<file path="src/rtl/wb_regfile.sv">
// -----------------------------------------------------------------------------
// wb_regfile
//
// Writeback stage and architectural register file for the miniRV pipeline.
// It takes the MEM/WB pipeline register outputs, picks the writeback value,
// commits that value to the 32x32 register file, and serves the two ID-stage
// read ports. A same-cycle bypass forwards a commit to the read ports, which
// closes the WB->ID hazard. Registered trace outputs and a commit counter
// feed the debug and trace-checker logic.
//
// Parameters:
//   X2_RESET    reset value of x2 (sp); every other register resets to 0
//   CNT_W       width of the commit counter
//
// Ports:
//   clk         clock; all state updates on the rising edge
//   rst         asynchronous, active-high reset
//   wb_rf_we    writeback enable from MEM/WB
//   wb_rf_wsel  writeback source select (00 ALU, 01 load, 10 pc+4, 11 imm)
//   wb_wR       destination register index
//   wb_ALU_C    ALU result
//   wb_DRAM_rdo load data
//   wb_pc4      PC+4 link value
//   wb_imm_ext  extended immediate (lui)
//   rR1, rR2    ID-stage read indices
//   rD1, rD2    read data (combinational, with same-cycle bypass)
//   wb_wD       selected writeback value (combinational)
//   dbg_we      registered: a commit occurred last cycle
//   dbg_wR      registered: last committed register index
//   dbg_wD      registered: last committed value
//   commit_cnt  number of commits since reset (wraps)
// -----------------------------------------------------------------------------
module wb_regfile #(
    parameter logic [31:0] X2_RESET = 32'h0000_0000,
    parameter int          CNT_W    = 32
) (
    input  logic             clk,
    input  logic             rst,
    input  logic             wb_rf_we,
    input  logic [1:0]       wb_rf_wsel,
    input  logic [4:0]       wb_wR,
    input  logic [31:0]      wb_ALU_C,
    input  logic [31:0]      wb_DRAM_rdo,
    input  logic [31:0]      wb_pc4,
    input  logic [31:0]      wb_imm_ext,
    input  logic [4:0]       rR1,
    input  logic [4:0]       rR2,
    output logic [31:0]      rD1,
    output logic [31:0]      rD2,
    output logic [31:0]      wb_wD,
    output logic             dbg_we,
    output logic [4:0]       dbg_wR,
    output logic [31:0]      dbg_wD,
    output logic [CNT_W-1:0] commit_cnt
);

    // x0 is hardwired to zero, so it has no storage.
    logic [31:0]      regs_q [1:31];
    logic [31:0]      regs_d [1:31];

    logic             commit;
    logic             dbg_we_q,  dbg_we_d;
    logic [4:0]       dbg_wR_q,  dbg_wR_d;
    logic [31:0]      dbg_wD_q,  dbg_wD_d;
    logic [CNT_W-1:0] cnt_q,     cnt_d;

    // Writeback source mux. It is driven whether or not a write is enabled.
    always_comb begin
        wb_wD = wb_ALU_C;
        unique case (wb_rf_wsel)
            2'b00:   wb_wD = wb_ALU_C;
            2'b01:   wb_wD = wb_DRAM_rdo;
            2'b10:   wb_wD = wb_pc4;
            default: wb_wD = wb_imm_ext;
        endcase
    end

    // A write to x0 is not a commit. A commit is also suppressed while reset
    // is held. This keeps the bypass from leaking an incoming value onto the
    // read ports while they must show the reset contents.
    assign commit = wb_rf_we && (wb_wR != 5'd0) && !rst;

    // One register per entry. Each entry has its own async reset value, so
    // the file is built from flops rather than a RAM.
    generate
        for (genvar gi = 1; gi < 32; gi++) begin : g_reg
            localparam logic [31:0] RST_VAL = (gi == 2) ? X2_RESET : 32'h0;

            always_comb begin
                regs_d[gi] = regs_q[gi];
                if (commit && (wb_wR == 5'(gi))) begin
                    regs_d[gi] = wb_wD;
                end
            end

            always_ff @(posedge clk or posedge rst) begin
                if (rst) begin
                    regs_q[gi] <= RST_VAL;
                end else begin
                    regs_q[gi] <= regs_d[gi];
                end
            end
        end
    endgenerate

    // Read ports. The bypass has priority over the array so that a consumer
    // in ID sees the value being committed this cycle.
    always_comb begin
        rD1 = 32'h0;
        if (rR1 != 5'd0) begin
            rD1 = (commit && (rR1 == wb_wR)) ? wb_wD : regs_q[rR1];
        end
    end

    always_comb begin
        rD2 = 32'h0;
        if (rR2 != 5'd0) begin
            rD2 = (commit && (rR2 == wb_wR)) ? wb_wD : regs_q[rR2];
        end
    end

    // Trace and counter next-state. The index and data hold between commits
    // so that the trace checker always sees the most recent commit.
    always_comb begin
        dbg_we_d = commit;
        dbg_wR_d = dbg_wR_q;
        dbg_wD_d = dbg_wD_q;
        cnt_d    = cnt_q;
        if (commit) begin
            dbg_wR_d = wb_wR;
            dbg_wD_d = wb_wD;
            cnt_d    = cnt_q + CNT_W'(1);
        end
    end

    always_ff @(posedge clk or posedge rst) begin
        if (rst) begin
            dbg_we_q <= 1'b0;
            dbg_wR_q <= 5'd0;
            dbg_wD_q <= 32'h0;
            cnt_q    <= '0;
        end else begin
            dbg_we_q <= dbg_we_d;
            dbg_wR_q <= dbg_wR_d;
            dbg_wD_q <= dbg_wD_d;
            cnt_q    <= cnt_d;
        end
    end

    assign dbg_we     = dbg_we_q;
    assign dbg_wR     = dbg_wR_q;
    assign dbg_wD     = dbg_wD_q;
    assign commit_cnt = cnt_q;

endmodule

</file>
<file path="config.mk">
export PLATFORM = sky130hd
export DESIGN_NAME = wb_regfile
export DESIGN_NICKNAME = d
export VERILOG_FILES = /design/src/rtl/wb_regfile.sv
export SDC_FILE = /design/constraint.sdc
export NUM_CORES = 2
export LEC_CHECK = 0
export ABC_AREA = 1
export CAP_MARGIN = 20
export CORE_ASPECT_RATIO = 1.25
export CORE_MARGIN = 4
export CORE_UTILIZATION = 50
export CTS_BUF_LIST = sky130_fd_sc_hd__clkbuf_8
export DETAILED_ROUTE_END_ITERATION = 10
export PLACE_DENSITY = 0.68
export SYNTH_ARGS = -nofsm -noshare
export SYNTH_HDL_FRONTEND = slang
export SYNTH_SLANG_ARGS = --single-unit
</file>
<file path="constraint.sdc">
create_clock -name clk -period 61.2 [get_ports clk]
set_clock_uncertainty 0.15 [all_clocks]
set_input_delay 12.24 -clock clk [delete_from_list [all_inputs] [get_ports clk]]
set_output_delay 12.24 -clock clk [all_outputs]
set_load 0.01 [all_outputs]
</file>
# Word level (Yosys, flattened, before mapping)
# Index checks and enable logic that the tools add are counted.
# totals
ramBits,0
latchBits,0
register_bits,1062
word_cells,126
mem_count,0
romBits,0
# op_classes
n_mul,0
eq_ne,35
div,0
shift,0
muxes,11
n_lt_le_gt_ge,2
n_reduce_logical,40
add_sub_neg,1
bitwise_logic,2
# ops
op,count
binary-select mux 32 bit (select 5 bit),2
2-to-1 mux 32 bit,8
one-hot mux 32 bit (3 select lines),1
== test 5 bit (second input constant),16
== test 5 x 4 -> 1 bit (second input constant),8
logical AND 1 bit,35
adder 32 x 1 -> 32 bit (second input constant),1
== test 5 x 3 -> 1 bit (second input constant),4
nonzero test 5 bit,3
>= comparator 6 bit (second input constant),2
inverter 5 -> 6 bit,2
== test 5 x 2 -> 1 bit (second input constant),2
== test 5 bit,2
== test 5 x 1 -> 1 bit (second input constant),1
== test 2 x 1 -> 1 bit (second input constant),1
== test 2 bit (second input constant),1
logical NOT 2 bit,1
logical NOT 1 bit,1

# Logic depth before layout (Yosys ltp)
# logic_depth
ltp_word,6
ltp_mapped,13
ltp_nobuf,11

# Worst setup path after synthesis
# No wires, ideal clock.
# synth_path
path_kind,input port to output port
startpoint,input port rst
endpoint,output port rD1[11]
n_path_buf,2
stages,10
slack_ps,11003
arrival_ps,37807
path_cell_list,inv_1 -> nand3_2 -> buf_2 -> inv_2 -> nand2_2 -> inv_2 -> buf_2 -> nand2_1 -> nand2_1 -> inv_1
# synth_between
elab_chain_len,5
# synth_lines
element,line_no,rtl
"start, declared",38,"input logic rst,"
logical NOT 1 bit (no line),-,
logical AND 1 bit,81,assign commit = wb_rf_we && (wb_wR != 5'd0) && !rst;
logical AND 1 bit,111,rD1 = (commit && (rR1 == wb_wR)) ? wb_wD : regs_q[rR1];
2-to-1 mux 32 bit,111,
2-to-1 mux 32 bit,110,if (rR1 != 5'd0) begin
"end, declared",48,"output logic [31:0] rD1,"
# Every way passes these cells.

# Worst setup path after layout
# layout_path
startpoint,input port wb_wR[3]
endpoint,output port rD2[30]
# layout_between
elab_chain_len,6
word_cells_on_any_way,7
classes_between,1 x eq/ne; 2 x mux; 4 x reduce/logical
# layout_lines
element,line_no,rtl
"start, declared",41,"input logic [4:0] wb_wR,"
nonzero test 5 bit,81,
logical AND 1 bit (2 in series),81,
logical AND 1 bit *,118,rD2 = (commit && (rR2 == wb_wR)) ? wb_wD : regs_q[rR2];
2-to-1 mux 32 bit *,118,
2-to-1 mux 32 bit *,117,if (rR2 != 5'd0) begin
"end, declared",49,"output logic [31:0] rD2,"
# Mark *: on every way between the ends. The rest lies on a longest branch, timed or not.

==> results.md <==
- CTS root buffer: clkbuf_8
- Critical Path Source: wb_wR[3]
- Vias per cell: 6.101
- Hold path start: regs_q[973]
- Post-DRT Antenna Nets: 0
- Site Rows: 141
- Global Route Usage Sum: 39.24%
- Clock sinks: 1062
- Htree depth: 4
- Leakage power: 30.74 nW
- Unrepaired setup endpoints after global routing: no
- Max-slew headroom at the worst pin: a little over an eighth
- Fin crit share: 48.36%
- Setup tns final: 0 ps
- Final Hold Fails: 0
- Critical Path End: rD2[30]
- Post-synthesis cell area: 0.05999 mm²
- Post-Route WL: ~250000 µm
- Fmax: 33.79 MHz
- CP Max Fanout: 32
- R2R Path End: commit_cnt[22]
- R2R Path Start: commit_cnt[0]
- Largest net degree at the start of global routing: 195
- Worst reg-to-reg setup slack: 58810 ps
- First drt pass iteration count: 10
- Post-place setup slack: 31900 ps
- CTS tree: built
- Layout area overhead: 11.81%
- Avg Cell Area, Syn: 6.861 µm²
- Yosys warns: 0
- DRC: 0
- Drt first-iter violations: between 9000 and 10000
- Worst skew pair latency: 910 ps
- Fin Hold WS: 332.2 ps
- Hold Path Class: flip-flop to flip-flop
- Gr ovfl total: 0
- Wirelength per Cell: about 24 µm
- Setup bufs post-CTS: 0
- Ys flop type: dfrtp_1
- Vias in the first global route: 59700
- Status: finished, final reports clean
- Max VDD drop: 0.02126 mV
- Worst setup margin: 31600 ps
- Fill cells: 11440
- Register area share after synthesis: between 40 and 50%
- Asr flop ratio synth: 100.0%
- CTS Buf Count: 176
- Layout cell share with drive strength beyond 1: 5.764%
- PwrDens: 28.87 mW/mm²
- Fin util: 56.49%
- Max clock buf depth: 3
- Reg2reg path depth: 9
- First-pass GRT wire length: roughly 380000 µm
- Layout Nets: 8774
- Post-synth EDFFs: 0
- Worst Setup End Kind: output pin
- Crit path DAT: 17210 ps
- Gate Count Post-Synth: roughly 8700
- Vias: 63070
- Starting Density: between 50% and 60%
- Critical Path RT: between 40000 and 50000 ps
- PostCTS Resize Cnt: 0
- Net Count, Synth: roughly 9000
- Crit Path Class: input pin to output pin
- Post-synth cell types: 29
- Fin. max-slew vios: 0
- Slew @ Worst Pin: 1303 ps
- Yosys reg bits: about 1100
- Startpoint Class: input pin
- Initial antenna violation count: 7
- Post-CTS Hold Buffers: 0
- Die height: 395.3 µm
- Die W: 317.8 µm
- Port Buf Inserts: 313
- HPWL Detailed: 133200 µm
- GP Congestion: 0.8888
- Worst-path clk slew: ~50 ps
- IO Count: 314
- Core region area: 0.1187 mm²
- Die area: 0.1256 mm²
- Final setup violation count: 0
- Maxcap violations: 0
- Minimum period implied by the final worst setup slack: 29600 ps
## final cells by class
type	instances	area [µm²]	area share, %
inverter	532	2042	3.044
sequential	1062	26580	39.62
timing repair buffer	432	4238	6.318
antenna	2	5.005	0.007462
tap	1573	1968	2.934
clock buffer	229	3152	4.699
multi-input combinational	6421	28590	42.63
clock inverter	86	499.2	0.7443
## power breakdown
group | switching, mW | internal, mW
clock network | 0.309 | 0.351
registers | 0.0774 | 0.797
logic | 0.260 | 0.142
## critical path, stage by stage
cell and delay [ps]:
clkdlybuf4s50_1 660, inv_2 100, nand2_1 180, nor2_2 90
nand2_1 100, nand3_4 140, inv_2 440, nand2_2 730
buf_4 570, inv_2 760, nand2_1 140, nand2_1 360
clkdlybuf4s50_1 640
## layer usage
layer,vias up,routed length (µm),track usage [%]
li1,28100,-,-
met1,29340,93390,50.15
met2,4574,106500,58.27
met3,1038,35220,12.35
met4,10,17690,23.89
met5,-,61,0
## layout by cell type (no fill, tap or decap), types with 2 or more instances in the layout
master           netlist  layout
o21ai_1              645     644
nor2_4                 2       5
buf_16                 0       6
buf_4                  0     109
buf_12                 0       7
xor2_1                15      15
clkbuf_8               0     229
dfrtp_1             1062    1062
clkdlybuf4s50_1        0     303
nand2_1             3220    3198
a21oi_1              100     100
clkinv_2               0      15
nor2_2                 1       3
o211ai_1              20      20
or2_2                 46      46
o21ai_0              518     518
inv_6                  0       3
bufinv_16              0       4
nor3_1                13      13
nand4_1               78      78
buf_8                  0       4
inv_8                  0       6
inv_1                519     571
buf_2                199       2
nand3_1             1587    1587
nand2_2                8      15
nor2_1               119     114
diode_2                0       2
or2_0                 18      18
inv_2                 12      11
nand2_4               14      29
nand3b_1               2       2
clkinvlp_4             0       6
xnor2_1               12      12
## flip-flops by register name (all words and copies together) (netlist names)
name        cells
commit_cnt     32
dbg_wD         32
dbg_wR          5
dbg_we          1
regs_q        992
## stage by stage
stage          cell area [µm²]  std cells  power (mW)
5_1_grt                  67070      10340       2.024
4_1_cts                  66900      10330       1.929
6_report                 67070      10340       1.936
2_1_floorplan            59990       8744       1.122
3_3_place_gp             63250      10010       1.267
3_5_place_dp             63250      10010       1.276
## synth_stat cells, types with 73 or more instances
cell type	instances	area [µm²]
nor2_1	119	446.7
buf_1	73	274.0
buf_2	199	996.0
nand3_1	1587	7943
nand2_1	3220	12090
o21ai_0	518	2592
dfrtp_1	1062	26580
nand4_1	78	488.0
clkbuf_1	455	1708
a21oi_1	100	500.5
inv_1	519	1948
o21ai_1	645	3228
## kinds of logic after synthesis
logic type               count (synthesis)  share of synthesized area [%]
flip-flops                            1062                          44.30
AO/OA/AOI/OAI                         1284                          10.80
XOR/XNOR                                27                         0.3942
AND/OR/NAND/NOR                       5109                          36.16
adder cells (fa/ha/maj)                  1                        0.02085
buffers and inverters                 1261                          8.330
## worst min-delay path by stage
stage,to,depth (start not counted)
floorplan,regs_q[158],2
global placement,regs_q[851],2
detailed placement,regs_q[983],2
CTS,regs_q[973],2
global route,regs_q[286],2
finish,regs_q[973],2
Note: power is estimated with default switching activity, not from simulation.
